===== src/rtl/spi_arbiter.sv =====
// rtl/spi_arbiter.sv - round-robin arbiter sharing one SPI master among NUM_REQ requesters
// Optional transfer timeout is enabled by defining SPI_ARB_TIMEOUT_EN.
module spi_arbiter #(
  parameter int NUM_REQ        = 4,
  parameter int DATA_W         = 16,
  parameter int TIMEOUT_CYCLES = 1024
) (
  input  logic                      clk,
  input  logic                      reset,
  input  logic [NUM_REQ-1:0]        req,
  input  logic [NUM_REQ*DATA_W-1:0] req_data,
  output logic [NUM_REQ-1:0]        gnt,
  output logic [NUM_REQ-1:0]        done,
  output logic [DATA_W-1:0]         rx_data,
  output logic                      timeout_err,
  output logic                      spi_start,
  output logic [DATA_W-1:0]         spi_tx,
  input  logic [DATA_W-1:0]         spi_rx,
  input  logic                      spi_done,
  input  logic                      spi_busy
);

  localparam int IDX_W = (NUM_REQ > 1) ? $clog2(NUM_REQ) : 1;

  typedef enum logic [1:0] {IDLE, START, WAIT, FINISH} state_t;

  state_t           state;
  logic [IDX_W-1:0] last_owner;
  logic [IDX_W-1:0] owner;
  logic [IDX_W-1:0] win_idx;
  logic             win_valid;
  logic             tmo_hit;

  // Scan from farthest to nearest so the last hit is the first index after last_owner.
  always_comb begin
    win_idx   = last_owner;
    win_valid = 1'b0;
    for (int k = NUM_REQ; k >= 1; k--) begin
      if (req[(int'(last_owner) + k) % NUM_REQ]) begin
        win_idx   = IDX_W'((int'(last_owner) + k) % NUM_REQ);
        win_valid = 1'b1;
      end
    end
  end

`ifdef SPI_ARB_TIMEOUT_EN
  localparam int CNT_W = $clog2(TIMEOUT_CYCLES + 1);

  logic [CNT_W-1:0] tmo_cnt;

  // Counter rests at zero in IDLE, so it starts from zero on every START entry.
  always_ff @(posedge clk) begin
    if (reset) begin
      tmo_cnt     <= '0;
      timeout_err <= 1'b0;
    end else begin
      timeout_err <= 1'b0;
      if (state == IDLE)
        tmo_cnt <= '0;
      else if (state == START || state == WAIT)
        tmo_cnt <= tmo_cnt + CNT_W'(1);
      if (tmo_hit && !spi_done)
        timeout_err <= 1'b1;
    end
  end

  assign tmo_hit = (state == START || state == WAIT) &&
                   (tmo_cnt == CNT_W'(TIMEOUT_CYCLES - 1));
`else
  assign tmo_hit     = 1'b0;
  assign timeout_err = 1'b0;
`endif

  always_ff @(posedge clk) begin
    if (reset) begin
      state      <= IDLE;
      gnt        <= '0;
      done       <= '0;
      spi_start  <= 1'b0;
      spi_tx     <= '0;
      rx_data    <= '0;
      owner      <= '0;
      last_owner <= IDX_W'(NUM_REQ - 1);
    end else begin
      done <= '0;
      case (state)
        IDLE: begin
          if (win_valid) begin
            gnt       <= NUM_REQ'(1) << win_idx;
            owner     <= win_idx;
            spi_tx    <= req_data[int'(win_idx)*DATA_W +: DATA_W];
            spi_start <= 1'b1;
            state     <= START;
          end
        end
        START: begin
          // A completion that beats the busy handshake still ends the transfer.
          if (spi_done) begin
            rx_data   <= spi_rx;
            spi_start <= 1'b0;
            done      <= gnt;
            state     <= FINISH;
          end else if (tmo_hit) begin
            spi_start <= 1'b0;
            done      <= gnt;
            state     <= FINISH;
          end else if (spi_busy) begin
            spi_start <= 1'b0;
            state     <= WAIT;
          end
        end
        WAIT: begin
          if (spi_done) begin
            rx_data <= spi_rx;
            done    <= gnt;
            state   <= FINISH;
          end else if (tmo_hit) begin
            done  <= gnt;
            state <= FINISH;
          end
        end
        FINISH: begin
          gnt        <= '0;
          last_owner <= owner;
          state      <= IDLE;
        end
        default: state <= IDLE;
      endcase
    end
  end

endmodule


===== config.mk =====
export PLATFORM = sky130hd
export DESIGN_NAME = spi_arbiter
export DESIGN_NICKNAME = d
export VERILOG_FILES = /design/src/rtl/spi_arbiter.sv
export SDC_FILE = /design/constraint.sdc
export NUM_CORES = 1
export LEC_CHECK = 0
export BUFFER_PORTS_ARGS = -buffer_cell sky130_fd_sc_hd__buf_2
export CAP_MARGIN = 30
export CORE_MARGIN = 2
export CORE_UTILIZATION = 48
export CTS_CLUSTER_SIZE = 40
export DETAILED_ROUTE_END_ITERATION = 7
export GPL_ROUTABILITY_DRIVEN = 0
export PLACE_DENSITY_LB_ADDON = 0.25
export SYNTH_ARGS = -nofsm -noshare
export SYNTH_HDL_FRONTEND = slang
export SYNTH_SLANG_ARGS = --single-unit

===== constraint.sdc =====
create_clock -name clk -period 3.3 [get_ports clk]
set_input_delay 0.99 -clock clk [delete_from_list [all_inputs] [get_ports clk]]
set_output_delay 0.99 -clock clk [all_outputs]
set_load 0.03 [all_outputs]

After elaboration in Yosys (flattened, before gate mapping)
Cells that the tools add are included.
{ "totals": {"ff_bits": 47, "elab_cells": 75, "inputBits": 88, "output_inout_bits": 42} }
{ "op_classes": {"n_mux": 31, "bitwise": 6, "eq_ne": 6, "n_lt_le_gt_ge": 4, "n_addsub": 4, "shift": 2, "n_reduce_logical": 14} }
{ "ops": {"columns": ["cell", "n"], "rows": [
  ["indexed part select 64 x 7 -> 16 bit", 1],
  ["less-than comparator 3 x 4 -> 1 bit (second input constant)", 4],
  ["2-to-1 mux 2 bit", 8],
  ["2-to-1 mux 1 bit", 15],
  ["OR reduction 2 bit", 5],
  ["binary-select mux 1 bit (select 2 bit)", 4],
  ["one-hot mux 2 bit (4 select lines)", 1],
  ["one-hot mux 4 bit (2 select lines)", 1],
  ["AND reduction 2 bit", 3],
  ["AND reduction 3 bit", 2],
  ["adder 2 x 1 -> 2 bit (second input constant)", 2],
  ["adder 2 bit (second input constant)", 2],
  ["AND 1 bit (first input constant)", 4],
  ["equality test 2 bit (second input constant)", 2],
  ["2-to-1 mux 4 bit", 1],
  ["!= test 2 bit (second input constant)", 2],
  ["nonzero test 2 bit", 2],
  ["<< shifter 1 x 2 -> 4 bit (first input constant)", 1],
  ["!= test 3 bit (second input constant)", 1],
  ["OR reduction 3 bit", 1],
  ["equality test 2 x 1 -> 1 bit (second input constant)", 1],
  ["logical NOT 2 bit", 1],
  ["inverter 1 bit", 2],
  ["one-hot mux 1 bit (2 select lines)", 1]
]} }

Depth between registers and ports, before layout
Gate-level depths: netlist of run 1.
{ "logic_depth": {"word_depth": 13, "mapped_depth": 8, "mapped_depth_nobuf": 6} }

Worst setup path before layout of run 1
OpenSTA, ideal clock, no wires.
{ "synth_path": {"kind": "input to register", "from": "input req[1]", "to": "register spi_tx[10]", "setup_slack_ns": 0.876, "stages": 7, "arrival_time_ns": 2.299, "setup_time_ns": 0.125, "cell_sequence": "o21ai_0 > a21boi_1 > or4_4 > buf_6 > buf_2 > a211oi_1 > a211oi_1"} }
{ "synth_via": {"elab_chain_cells": 8, "elab_cells_between_ends": 22} }
{ "synth_lines": {"columns": ["item", "line", "source"], "rows": [
  ["from (decl)", "10", "input logic [NUM_REQ-1:0] req,"],
  ["binary-select mux 1 bit (select 2 bit)", "39", "if (req[(int'(last_owner) + k) % NUM_REQ]) begin"],
  ["2-to-1 mux 1 bit (implied by the code) (2 in a row)", "39", null],
  ["2-to-1 mux 2 bit or 2-to-1 mux 1 bit (tied branches) (4 in a row)", "39", null],
  ["indexed part select 64 x 7 -> 16 bit or AND reduction 2 bit (tied branches)", null, null],
  ["to (signal assigned)", "91", "spi_tx <= req_data[int'(win_idx)*DATA_W +: DATA_W];"],
  ["to (decl)", "17", "output logic [DATA_W-1:0] spi_tx,"]
]} }
Several ways; a longest one is shown, not always the timed one. The select of a mux whose other input is x is not followed.
A chain may end at the register's enable or synchronous reset.

Final worst setup path of run 1
{ "layout_path": {"from": "input req[1]", "to": "register spi_tx[8]"} }
Same word-level chain as after synthesis.

==> reports/results.ini, run 1 <==
[floorplanning]
initial_utilization_pct=49.5
pin_count=130
die_h_um=73.6
core_mm2=0.00469
die-area_mm2=0.00541
die-width_um=73.6
num_rows=25

[clock_tree]
hold_buffers=0
cts_buffers=5
cts-root-buf=clkbuf_8
clk_latency_ns=0.30
cts.clk_slew.worst_paths_ns=0.09
post_cts_resized=0
clock_path_buffers=2
htree_num_levels=2
clock-sinks=47
cts_tree=built
postCtsSetupBuffers=0

[sta]
setup_tns_ns=0
fin_crit_sh_pct=71.7
worst_slack_ns=0.933
fin_skew_ns=0.00733
relSlewSlack_pct=55.9
setup_viol=0
final.min_clock_period_ns=2.37
tightest_slew_ns=0.662
hold_viol_final=0
rsz0062_at_grt=no
clock.fmax_mhz=422
slew_violations=0

[synth]
netlist_area_mm2=0.00232
synth_top_area_share_pct=40.5
synth_area_leaders=dfxtp_1 41%, a211oi_1 11%, nand2_1 9.7%
yosys_warnings=0
synth_cell_types=31
synth.most_common_cell=nand2_1
synth_edf_count=0
synth_cells=303
synthTopCellsByCount=60 x nand2_1, 47 x dfxtp_1, 40 x a21oi_1
synth_seq_cells=47
ys_seq_area_share_pct=40.5
async_reset_ff_share_pct=0
synth_nets=396
ys.flop_type=dfxtp_1
syn_area_per_cell_um2=7.66
yosysTopAreaCell=dfxtp_1

[setup_path]
critPathKind=in2reg
worstPathArrival_ns=2.58
reg2regPathDepth=6
cp.required_ns=3.52
cp-end-kind=flop
r2r-start=state[0]$_SDFFE_PP0P_
cp_max_fo=19
crit_start=req[1]
startpoint_type=primary input

[global_route]
grt_max_degree=27
track_usage_pct=22.5
first_global_vias=2264
grt-ovfl-total=0
grt_pass1_wl_um=9720
antenna_found_initial=0

[drt]
drt_wl_total_um=6200
drt-vias-per-instance=5.34
wl_per_cell_um=13.0
drt-initial-drc-count=136
ant_nets=0
dr.pass1.iters=4
drc=0
vias=2538

[placement]
dp_hpwl_um=4580
portBuffers=128
dp_worst_setup_slack_ns=0.650
dp_cells=467

[pwr]
peakVddDrop_mv=0.545
leakage_nw=1.50
power_density_mw_per_mm2=836

[flow_run]
cap_viol_max_count=0

[status]
outcome=completed

[final_layout]
layout.nets=513
drive_above_1_share_pct=34.9
n_antenna_cell=0
layout.cells.non_filler=475
fillerInstances=428
synthToLayoutAreaGrowth_pct=32.5

[hold_path]
worstHoldStart=rx_data[1]$_SDFFE_PP0P_
holdPathStages=2
min_path_type=reg2reg

==> final timing paths <==
path / slack (ns) / end
hold reg to reg: 0.45 / rx_data[1]$_SDFFE_PP0P_
setup / recovery: 0.93 / spi_tx[8]$_SDFFE_PP0P_
hold / removal: 0.45 / rx_data[1]$_SDFFE_PP0P_
setup reg to reg: 1.26 / gnt[2]$_SDFFE_PP0P_
==> power by group <==
part | total [mW] | internal, mW | switching [mW]
sequential | 0.845 | 0.748 | 0.0969
combinational | 1.30 | 0.430 | 0.868
clock | 0.431 | 0.228 | 0.203
total | 2.57 | 1.41 | 1.17
==> sequential cells by signal, summed over array words and instances, names as in the netlist <==
register	flops
spi_tx	16
last_owner	2
state	2
gnt	4
spi_start	1
rx_data	16
done	4
owner	2
==> per-layer routing <==
layer  routed length [µm]  GRT usage, %  vias to the layer above
li1                     -             -                     1294
met1                 2760          28.6                     1141
met2                 2920          36.8                       92
met3                  399          5.90                       11
met4                  115          7.88                        0
met5                    0             0                        -
==> critical path, cell delays in order <==
cell and delay [ns]:
buf_2 0.12, nor4_1 0.48, nor2b_1 0.09, buf_4 0.21, o31ai_2 0.07, buf_4 0.26, a21oi_1 0.08, a211oi_1 0.27
==> kinds of logic (layout without fill, tap and decap cells) <==
| kind of cell | count (synthesis) | after routing | synth area share (%) |
|---|---|---|---|
| AO/OA/AOI/OAI | 115 | 115 | 30.3 |
| adder cells (fa/ha/maj) | 5 | 5 | 2.69 |
| buffers and inverters | 46 | 164 | 8.57 |
| flip-flops | 47 | 47 | 40.5 |
| multiplexers | 2 | 2 | 0.862 |
| other | 1 | 1 | 0.161 |
| AND/OR/NAND/NOR | 87 | 87 | 16.9 |
==> stage by stage <==
step	area (µm²)	total power, mW	utilization [%]	hold WS (ns)
after detailed placement	2960	2.16	63.1	0.444
after CTS	3080	2.59	65.6	0.457
after global routing	3080	2.77	65.6	0.477
after global placement	2960	2.13	63.1	0.438
after floorplan	2320	1.81	-	0.436
final	3080	2.57	65.6	0.454
==> area by class of cell <==
cell class	count	area [µm²]	area share (%)
Clock inverter	3	46.3	1.50
Clock buffer	5	68.8	2.24
Inverter	21	78.8	2.56
Multi-Input combinational cell	210	1180	38.4
Timing Repair Buffer	135	693	22.5
Sequential cell	47	941	30.6
Tap cell	54	67.6	2.20
==> cell usage in the layout (no fill, tap or decap), types with 2 or more instances in the layout <==
master and n:
buf_2 128, nand2_1 60, dfxtp_1 47, a21oi_1 40
a211oi_1 33, inv_1 21, o21ai_0 19, a31oi_1 16
buf_4 7, and3_1 6, nor2_1 6, ha_1 5
clkbuf_8 5, or3_1 4, nand2b_1 3, a21o_1 2
o211ai_1 2, mux2i_1 2
Power figures use the tool's default switching activity.
==> run 2, diff against run 1 <==
--- a/config.mk
+++ b/config.mk
@@ -5,10 +5,11 @@
 export SDC_FILE = /design/constraint.sdc
 export NUM_CORES = 1
 export LEC_CHECK = 0
+export ABC_AREA = 1
 export BUFFER_PORTS_ARGS = -buffer_cell sky130_fd_sc_hd__buf_2
 export CAP_MARGIN = 30
 export CORE_MARGIN = 2
-export CORE_UTILIZATION = 48
+export CORE_UTILIZATION = 42
 export CTS_CLUSTER_SIZE = 40
 export DETAILED_ROUTE_END_ITERATION = 7
 export GPL_ROUTABILITY_DRIVEN = 0
==> constraint.sdc (replaced) <==
create_clock -name clk -period 1.9 [get_ports clk]
set_input_delay 0.57 -clock clk [delete_from_list [all_inputs] [get_ports clk]]
set_output_delay 0.57 -clock clk [all_outputs]
set_load 0.03 [all_outputs]
==> run 2 against run 1 <==
Net effect: clock power is 100% higher; register-to-register slack worse by 1.1 ns; sequential share of layout area is 4.1 points lower; worst hold slack worse by 0.0027 ns; combinational power grew to 3.0 times the previous value; largest cell class unchanged; sequential cell count stayed put; cell count is 29% higher; die area is 30% higher; critical endpoint is now spi_tx[13]$_SDFFE_PP0P_; global-route usage is 1.2 points lower; critical path depth is 2 higher.
==> reports/results.ini, run 2 <==
[global_route]
grt_max_degree=35
grt-ovfl-total=0
grt_pass1_wl_um=12400
grt_most_used_layer=met2
grtUsageMet1_pct=26.9
first_global_vias=2753
gr-usage-met2_pct=36.4
antenna_found_initial=0
globalRouteMet3Util_pct=4.06
track_usage_pct=21.3

[synth]
yosys.area_share.simple_pct=41.0
synth_top_family_by_area=simple AND/OR/NAND/NOR gates
synth_compound_area_share_pct=10.3
synth_top_area_share_pct=35.2
async_reset_ff_share_pct=0
ys_seq_area_share_pct=35.2
synthMuxAreaShare_pct=0
synthXorXnorAreaFrac_pct=0
synth_seq_cells=47
syn_area_per_cell_um2=6.61
ys.flop_type=dfxtp_1
synth_cell_types=26
synth.most_common_cell=nor2_1
synth_fa_ha_area_share_pct=2.34
yosys_warnings=0
synth_edf_count=0
netlist_area_mm2=0.00267
yosysTopAreaCell=dfxtp_1
synth_cells=404
synthTopCellsByCount=101 x nor2_1, 59 x nand2_1, 47 x dfxtp_1
synth_nets=497
synth_area_leaders=dfxtp_1 35%, nor2_1 14%, nand2_1 8.3%

[final_layout]
drive_above_1_share_pct=33.9
final_common_cell=buf_2
utilization_pct=57.2
n_antenna_cell=0
synthToLayoutAreaGrowth_pct=33.7
layout.nets=626
area.sequential_um2=946
multi_input_area_mm2=0.00145
final_cell_mix=128 x buf_2, 101 x nor2_1, 59 x nand2_1
layout.cells.non_filler=611
top_regs=rx_data: 16 flops, spi_tx: 16 flops
fillerInstances=646

[floorplanning]
die-area_mm2=0.00701
pin_count=130
initial_utilization_pct=42.8
num_rows=29
core_mm2=0.00624
die-width_um=83.8
die_h_um=83.8

[clock_tree]
cts.clk_slew.worst_paths_ns=0.09
hold_buffers=0
cts_buffers=5
clock-sinks=47
clk_latency_ns=0.30
clock_path_buffers=2
htree_num_levels=2
cts-root-buf=clkbuf_8
cts_tree=built

[setup_path]
r2r-start=last_owner[0]$_SDFFE_PP1P_
cp_max_fo=19
crit_top_cell=nand2_2
cp-end-kind=flop
critPathMaxStageDelay_ns=0.39
cp.depth=10
worstPathArrival_ns=1.89
path_buf_inv=1
startpoint_type=flop
reg2reg_slack_ns=0.21
crit_chain=inv_4 -> nand2_2 -> nand2_2 -> nand2_2 -> nand2_4 -> nor3_4 -> nor2_4 -> nand3_1 -> nor2_1 -> nor2_1
cp-endpoint=spi_tx[13]$_SDFFE_PP0P_
critPathTopFamily=simple AND/OR/NAND/NOR gates
rr_endpoint=spi_tx[13]$_SDFFE_PP0P_
critPathKind=reg2reg
cp.required_ns=2.10
cp_slowest_cell=dfxtp_4
crit_start=last_owner[0]$_SDFFE_PP1P_
reg2regPathDepth=10

[drt]
dr.pass1.iters=4
drc=0
ant_nets=0
drt-initial-drc-count=94
drt-vias-per-instance=4.82
drt_wl_total_um=7380
vias=2944
wl_per_cell_um=12.1

[sta]
fin_crit_sh_pct=89.0
clock.fmax_mhz=591
final.min_clock_period_ns=1.69
slew_violations=0
whs_ns=0.451
hold_viol_final=0
fin_skew_ns=0.00665
setup_viol=0

[flow_run]
cap_viol_max_count=0

[status]
outcome=completed

[placement]
portBuffers=128
dp_cells=601
dp_hpwl_um=5540

[pwr]
switchingPower_mw=3.16
clockPowerShare_pct=13.7
leakage_nw=1.89
p_seq_share_pct=25.1
power_density_mw_per_mm2=1790
comb_power_share_pct=61.2
peakVddDrop_mv=0.754
total_power_mw=6.39
swShare_pct=49.4
internal-power_mw=3.23

[hold_path]
worstHoldStart=gnt[2]$_SDFFE_PP0P_
min_path_type=reg2reg

-- run 2: changes by cell type after synthesis, sizes merged, moves of 21 or more --
cell / before / now
nor2: 6 / 102
a211oi: 33 / 0
nand3: 1 / 39
a21oi: 40 / 13
o21ai: 19 / 40
-- run 2: worst min-delay path by stage --
stage / endpoint / cells after the start
5_1_grt: done[2]$_SDFF_PP0_ / 2
6_report: done[2]$_SDFF_PP0_ / 2
3_3_place_gp: done[3]$_SDFF_PP0_ / 2
4_1_cts: done[2]$_SDFF_PP0_ / 2
3_5_place_dp: done[2]$_SDFF_PP0_ / 2
2_1_floorplan: last_owner[0]$_SDFFE_PP1P_ / 2
-- run 2: cell families after synthesis --
kind of cell	count (synthesis)
and+or+nand+nor	237
buffers and inverters	60
AOI/OAI and AO/OA	54
DFF	47
adders and majority gates	5
other	1
-- run 2: repair_timing --
action                                  in CTS  in global routing
endpoints found under the setup margin      19                 22
resized for setup                            1                  6
setup buffers                                0                  1
gates cloned                                 1                  0
pin swaps                                    1                  2
-- run 2: routing by layer --
metal | vias to the layer above | wire [µm]
met4 | 0 | 120
met2 | 107 | 3520
met3 | 10 | 476
met5 | - | 0
li1 | 1551 | -
met1 | 1276 | 3260
-- run 2: area by class of cell --
type | instances | share of cell area (%)
Clock inverter | 3 | 1.89
Clock buffer | 5 | 1.93
Inverter | 37 | 4.03
Multi-Input combinational cell | 298 | 40.6
Timing Repair Buffer | 144 | 22.3
Tap cell | 77 | 2.70
Sequential cell | 47 | 26.5
-- run 2: per-stage QoR --
step	worst slack [ns]	setup TNS (ns)	cell area, µm²
5_1_grt	-0.000906	-0.000906	3570
3_3_place_gp	-0.168	-2.42	3410
2_1_floorplan	0.232	0	2670
4_1_cts	0.0611	0	3550
3_5_place_dp	-0.237	-3.61	3410
6_report	0.209	0	3570
-- run 2: power by group through the flow --
stage | Clock, mW | Combinational [mW] | Sequential [mW]
floorplan | 0 | 2.24 | 2.27
global placement | 0 | 3.80 | 1.61
detailed placement | 0 | 3.87 | 1.62
CTS | 0.889 | 3.91 | 1.60
global route | 0.919 | 4.38 | 1.66
finish | 0.874 | 3.91 | 1.60
-- run 2: worst reg2reg max path: cells and delay by family, from the launching register on --
kind | cells | cell delay (ns)
and+or+nand+nor | 9 | 1.09
DFF | 1 | 0.39
buffers and inverters | 1 | 0.11
